[config.mk]
export PLATFORM = sky130hd
export DESIGN_NAME = logic_unit_pipe
export DESIGN_NICKNAME = d
export VERILOG_FILES = /design/src/rtl/logic_unit_pipe.sv
export SDC_FILE = /design/constraint.sdc
export NUM_CORES = 1
export LEC_CHECK = 0
export CAP_MARGIN = 30
export CORE_AREA = 2 2 72 74
export CTS_CLUSTER_SIZE = 25
export DETAILED_ROUTE_END_ITERATION = 8
export DIE_AREA = 0 0 74 76
export PLACE_DENSITY_LB_ADDON = 0.15
export SLEW_MARGIN = 5
export SYNTH_ARGS = -nofsm -noshare
export SYNTH_HDL_FRONTEND = slang
export SYNTH_SLANG_ARGS = --single-unit
[constraint.sdc]
create_clock -name clock -period 3.7 [get_ports clock]
set_clock_uncertainty 0.2 [all_clocks]
set_input_delay 0.925 -clock clock [delete_from_list [all_inputs] [get_ports clock]]
set_output_delay 0.925 -clock clock [all_outputs]
set_load 0.02 [all_outputs]
[src/rtl/logic_unit_pipe.sv]
// Two-stage pipelined bitwise logic unit with valid/ready handshakes, accumulate mode and transfer counter.
// Define LOGIC_UNIT_FLAGS_EN to build the registered zero/parity flags; otherwise both flags are tied to 0.
module logic_unit_pipe #(
   parameter int WIDTH       = 8,
   parameter int COUNT_WIDTH = 16
) (
   input  logic                   clock,
   input  logic                   reset,
   input  logic                   in_valid,
   output logic                   in_ready,
   input  logic [WIDTH-1:0]       a,
   input  logic [WIDTH-1:0]       b,
   input  logic [2:0]             op,
   input  logic                   acc,
   output logic                   out_valid,
   input  logic                   out_ready,
   output logic [WIDTH-1:0]       result,
   output logic                   zero_flag,
   output logic                   parity_flag,
   output logic [COUNT_WIDTH-1:0] op_count
);

   typedef enum logic [2:0] {
      OP_OR    = 3'd0,
      OP_AND   = 3'd1,
      OP_XOR   = 3'd2,
      OP_NOT_A = 3'd3,
      OP_XNOR  = 3'd4,
      OP_NAND  = 3'd5,
      OP_NOR   = 3'd6,
      OP_PASS  = 3'd7
   } op_e;

   logic                   r_s1_valid;
   logic [WIDTH-1:0]       r_s1_a;
   logic [WIDTH-1:0]       r_s1_b;
   op_e                    r_s1_op;
   logic                   r_s1_acc;

   logic                   r_out_valid;
   logic [WIDTH-1:0]       r_result;
   logic [WIDTH-1:0]       r_last_result;
   logic [COUNT_WIDTH-1:0] r_op_count;

   logic                   w_s2_adv;
   logic                   w_in_ready;
   logic                   w_in_fire;
   logic                   w_s2_load;
   logic                   w_out_fire;
   logic [WIDTH-1:0]       w_b_eff;
   logic [WIDTH-1:0]       w_func;

   assign w_s2_adv   = !r_out_valid || out_ready;
   assign w_in_ready = !r_s1_valid || w_s2_adv;
   assign w_in_fire  = in_valid && w_in_ready && !reset;
   assign w_s2_load  = w_s2_adv && r_s1_valid;
   assign w_out_fire = r_out_valid && out_ready;

   // Accumulate reads last_result at S2 load time, so chained beats see their predecessor even across stalls.
   assign w_b_eff = r_s1_acc ? r_last_result : r_s1_b;

   // NOTE: every always_comb output gets a default first so no path can infer a latch.
   always_comb begin
      w_func = r_s1_a;
      unique case (r_s1_op)
         OP_OR:    w_func = r_s1_a | w_b_eff;
         OP_AND:   w_func = r_s1_a & w_b_eff;
         OP_XOR:   w_func = r_s1_a ^ w_b_eff;
         OP_NOT_A: w_func = ~r_s1_a;
         OP_XNOR:  w_func = ~(r_s1_a ^ w_b_eff);
         OP_NAND:  w_func = ~(r_s1_a & w_b_eff);
         OP_NOR:   w_func = ~(r_s1_a | w_b_eff);
         OP_PASS:  w_func = r_s1_a;
         default:  w_func = r_s1_a;
      endcase
   end

   // NOTE: sequential state uses non-blocking assignments so all registers update from pre-edge values.
   always_ff @(posedge clock) begin
      if (reset) begin
         r_s1_valid <= 1'b0;
      end else if (w_in_ready) begin
         r_s1_valid <= in_valid;
      end
   end

   // NOTE: S1 payload is qualified by r_s1_valid, so it needs no reset.
   always_ff @(posedge clock) begin
      if (w_in_fire) begin
         r_s1_a   <= a;
         r_s1_b   <= b;
         r_s1_op  <= op_e'(op);
         r_s1_acc <= acc;
      end
   end

   always_ff @(posedge clock) begin
      if (reset) begin
         r_out_valid   <= 1'b0;
         r_result      <= '0;
         r_last_result <= '0;
      end else if (w_s2_adv) begin
         r_out_valid <= r_s1_valid;
         if (r_s1_valid) begin
            r_result      <= w_func;
            r_last_result <= w_func;
         end
      end
   end

   always_ff @(posedge clock) begin
      if (reset) begin
         r_op_count <= '0;
      end else if (w_out_fire) begin
         r_op_count <= r_op_count + COUNT_WIDTH'(1);
      end
   end

`ifdef LOGIC_UNIT_FLAGS_EN
   logic r_zero_flag;
   logic r_parity_flag;

   always_ff @(posedge clock) begin
      if (reset) begin
         r_zero_flag   <= 1'b0;
         r_parity_flag <= 1'b0;
      end else if (w_s2_load) begin
         r_zero_flag   <= (w_func == '0);
         r_parity_flag <= ^w_func;
      end
   end

   assign zero_flag   = r_zero_flag;
   assign parity_flag = r_parity_flag;
`else
   assign zero_flag   = 1'b0;
   assign parity_flag = 1'b0;
`endif

   assign in_ready  = w_in_ready;
   assign out_valid = r_out_valid;
   assign result    = r_result;
   assign op_count  = r_op_count;

endmodule

Word-level counts from Yosys, hierarchy flattened
Index checks and enable logic that the tools add are counted.
{ "totals": {"inputBits": 24, "wordCells": 35, "ff_bits": 46, "out_inout_bits": 28} }
{ "op_classes": {"n_addsub": 1, "reduce_logical": 10, "n_mux": 2, "eq_ne": 7, "bitwise": 7} }
{ "op_table": {"columns": ["op", "count"], "rows": [
  ["case mux 8 bit (8 select lines)", 1],
  ["NOT 8 bit", 4],
  ["adder 16 x 1 -> 16 bit, second input constant", 1],
  ["== test 3 bit, second input constant", 4],
  ["bitwise AND 8 bit", 1],
  ["two-way mux 8 bit", 1],
  ["OR 8 bit", 1],
  ["XOR 8 bit", 1],
  ["== test 3 x 2 -> 1 bit, second input constant", 2],
  ["== test 3 x 1 -> 1 bit, second input constant", 1],
  ["logical AND 1 bit", 3],
  ["zero test 1 bit", 3],
  ["zero test 3 bit", 1],
  ["logical OR 1 bit", 2],
  ["AND reduction 2 bit", 1]
]} }

Depth between registers and ports, before layout
{ "depth": {"word_depth": 5, "mapped_depth": 8, "mapped_depth_nobuf": 7} }

Least setup slack after synthesis
OpenSTA, ideal clock, no wires.
{ "synth_timing": {"kind": "input to output", "start": "input out_ready", "end": "output in_ready", "required_time_ns": 2.575, "n_path_buf": 0, "cell_stages": 2, "arrival_ns": 1.322, "path_slack_ns": 1.253, "path_cell_list": "nor2b_1 nand2_1"} }
{ "synth_via": {"elab_chain_cells": 2} }
{ "synth_rtl": {"columns": ["element", "line", "text"], "rows": [
  ["from (decl)", "16", "input logic out_ready,"],
  ["logical OR 1 bit", "53", "assign w_s2_adv = !r_out_valid || out_ready;"],
  ["logical OR 1 bit", "54", "assign w_in_ready = !r_s1_valid || w_s2_adv;"],
  ["to (decl)", "10", "output logic in_ready,"]
]} }
No other way between the ends.

Worst setup path after layout
Same ends and word-level chain as after synthesis.

==> results.yml <==
worst_hold_path:
  hold_class: "reg -> reg"
critical_path:
  timing.critical_path.cells: "clkdlybuf4s50_1 > nor2b_1 > nand2_1 > clkdlybuf4s50_1"
  worstSetupPathType: "in -> out"
  path_buf_inv: 2
  timing.critical_path.from_type: "input port"
  worstSetupEndpointType: "primary output"
  timing.critical_path.slowest_stage_cell: "clkdlybuf4s50_1"
  critical_path.most_common_cell: "clkdlybuf4s50_1"
  worstPathArrival_ns: 2.16
  timing.critical_path.max_delay_family: "buffers and inverters"
  worst-path-max-fanout: 2
  critical-path-max-stage-delay_ns: 0.60
  cp_data_required_time_ns: 2.57
logic_synthesis:
  synth_area_leader_cell: "edfxtp_1"
  synth-edff-count: 20
  post_synth_inst_count: 249
  synthDistinctLibCells: 44
  synth.cell_area_um2: 2561
  synth-main-ff-cell: "dfxtp_1"
  syn_area_per_cell_um2: 10.29
  synthDominantCellAreaShare: 0.2345
  ys_seq_area_frac: 0.4377
  synth_area_leaders: "edfxtp_1 23%, dfxtp_1 20%, ha_1 8.3%"
  ys_async_sr_fraction: 0
  synth.ff_latch_count: 46
  synthesis.yosys.warnings: 0
placed_design:
  port_buffers: 49
  dpl_hpwl_um: 3571
  place_worst_setup_slack_ns: 0.4085
  globalplace.congestion: 0.8020
  placedCellCount: 359
sta:
  finalHoldViolCount: 0
  timing.final.ws_setup_ns: 0.4171
  timing.fmax_mhz: 304.6
  slew_viol_final: 0
  timing.max_slew.rel_slack: 0.4285
  rsz0062_at_grt: "false"
  final.min_clock_period_ns: 3.283
  min_period_over_period: 0.8873
  slew_of_the_pin_with_the_lowest_slew_margin_ns: 0.8573
  fin_setup_tns_ns: 0
  report.final.setup_viol: 0
finish:
  diodes: 0
  layout.cells.most_common_list: "49 x clkdlybuf4s50_1, 26 x dfxtp_1, 23 x nor2_1"
  layout.cells.most_common: "clkdlybuf4s50_1"
  layout-area-overhead-vs-synth_pct: 25.16
  final-instance-count-excl-fill: 368
  number_of_nets_in_the_layout: 338
  layout.filler_cells: 429
  fraction_of_final_layout_cells_with_drive_strength_greater_than_1: 0.08389
floorplanning:
  die_h_um: 76
  placementRows: 26
  io_pins: 52
  die_area_um2: 5624
  initial_core_util: 0.5214
  die_w_um: 74
  std_cell_core_area_um2: 4912
clock_tree:
  clock_latency_ns: 0.30
  clock_sinks: 46
  cts.hold.buffers_added: 0
  cts_post_setup_buffers_inserted: 0
  ctsRootBufferMaster: "clkbuf_8"
  clock_tree_from_tritoncts: "done"
  worst_setup_hold_path_clk_slew_ns: 0.08
  cts_buffers: 5
  max-clock-path-buffers: 2
  htreeDepth: 2
  ctsResizeCount: 0
detailed_routing:
  post_detailed_route_via_to_cell_ratio: 5.332
  number_of_violations_reported_at_the_end_of_detailed_routing_iteration_0: 122
  drc: 0
  routed_wirelength_um: 5214
  num_vias: 1962
  drtPass1Iterations: 4
  antenna_left: 0
  post_drt_wl_per_cell_um: 14.17
global_route:
  antenna_found_initial: 0
  grt_use_total: 0.2010
  wire_length_of_the_first_global_routing_pass_um: 9004
  grt_max_degree: 30
  first_global_vias: 1876
  overflow: 0
pwr:
  powerDensity_nw_per_um2: 321.5
  power.ir.vdd_worst_uv: 195.5
  static_power_due_to_leakage_nw: 1.273
outcome:
  outcome: "finished, final reports clean"
flow_run:
  max_cap_viol_count: 0
==> cell usage after synthesis (all sizes together), types with 4 or more instances <==
cell	count
dfxtp	26
nor2	23
edfxtp	20
inv	20
ha	17
a21oi	15
mux2	12
mux2i	10
buf	9
o2bb2ai	9
a22o	8
xnor2	8
nand2	7
a221o	5
nand2b	5
nand3	5
nand4	5
nor2b	5
clkbuf	4
nor3	4
nor4	4
o21ai	4
or3	4
xor2	4
==> power by group <==
group | internal, mW | switching, mW | leakage (nW)
clock network | 0.150 | 0.169 | 0.0488
registers | 0.547 | 0.0214 | 0.398
logic | 0.0796 | 0.0630 | 0.826
total | 0.777 | 0.253 | 1.27
==> logic make-up after synthesis <==
family / after synthesis / synth area share
buffers and inverters: 33 / 0.05666
adders and majority gates: 17 / 0.08305
AOI/OAI and AO/OA: 47 / 0.1329
and+or+nand+nor: 71 / 0.1553
DFF: 46 / 0.4377
other: 1 / 0.001464
muxes: 22 / 0.09184
xor gates and xnor gates: 12 / 0.04104
==> worst paths after layout <==
path / endpoint / slack (ns) / cells past startpoint / from
worst max register to register: r_last_result[4]$_SDFFE_PP0P_ / 1.26 / 6 / r_s1_acc$_DFFE_PP_
worst min register to register: op_count[1]$_SDFFE_PP0P_ / 0.30 / 2 / op_count[1]$_SDFFE_PP0P_
worst min-delay path: op_count[1]$_SDFFE_PP0P_ / 0.30 / 2 / op_count[1]$_SDFFE_PP0P_
worst max-delay path: in_ready / 0.42 / 4 / out_ready
==> final cells by class <==
class                      count  area [um2]  share of cell area
tap                           70       87.58             0.02732
timing repair buffer          53       528.0              0.1647
clock inverter                 2       12.51            0.003903
clock buffer                   6       82.58             0.02576
sequential                    46        1121              0.3497
multi-input combinational    171        1299              0.4052
inverter                      20       75.07             0.02342
==> routing by layer <==
layer  GRT usage  part of all wire  wire, um
met5           0                 0         0
met4     0.06000            0.0096        50
met1      0.2913              0.49      2536
met3     0.04894             0.050       259
met2      0.2955              0.45      2368
==> worst min-delay path: stages, from the launching register on <==
cell     delay [ns]
dfxtp_1        0.34
nand2_1        0.06
a21oi_1        0.06
==> state kept, by name (all words and copies together) (netlist names) <==
register and cells:
op_count 16, out_valid 1, r_s1_valid 1, r_s1_op 3, r_last_result 8, r_s1_a 8
r_s1_acc 1, r_s1_b 8
==> stage by stage <==
stage | power, mW | area, um2 | util | hold slack (ns)
6_report | 1.031 | 3206 | 0.6526 | 0.3033
3_5_place_dp | 0.7219 | 3095 | 0.6302 | 0.2927
3_3_place_gp | 0.7176 | 3095 | 0.6302 | 0.2872
4_1_cts | 1.046 | 3191 | 0.6495 | 0.3085
2_1_floorplan | 0.6649 | 2565 | - | 0.2857
5_1_grt | 1.084 | 3206 | 0.6526 | 0.3370
Power figures use the tool's default switching activity.
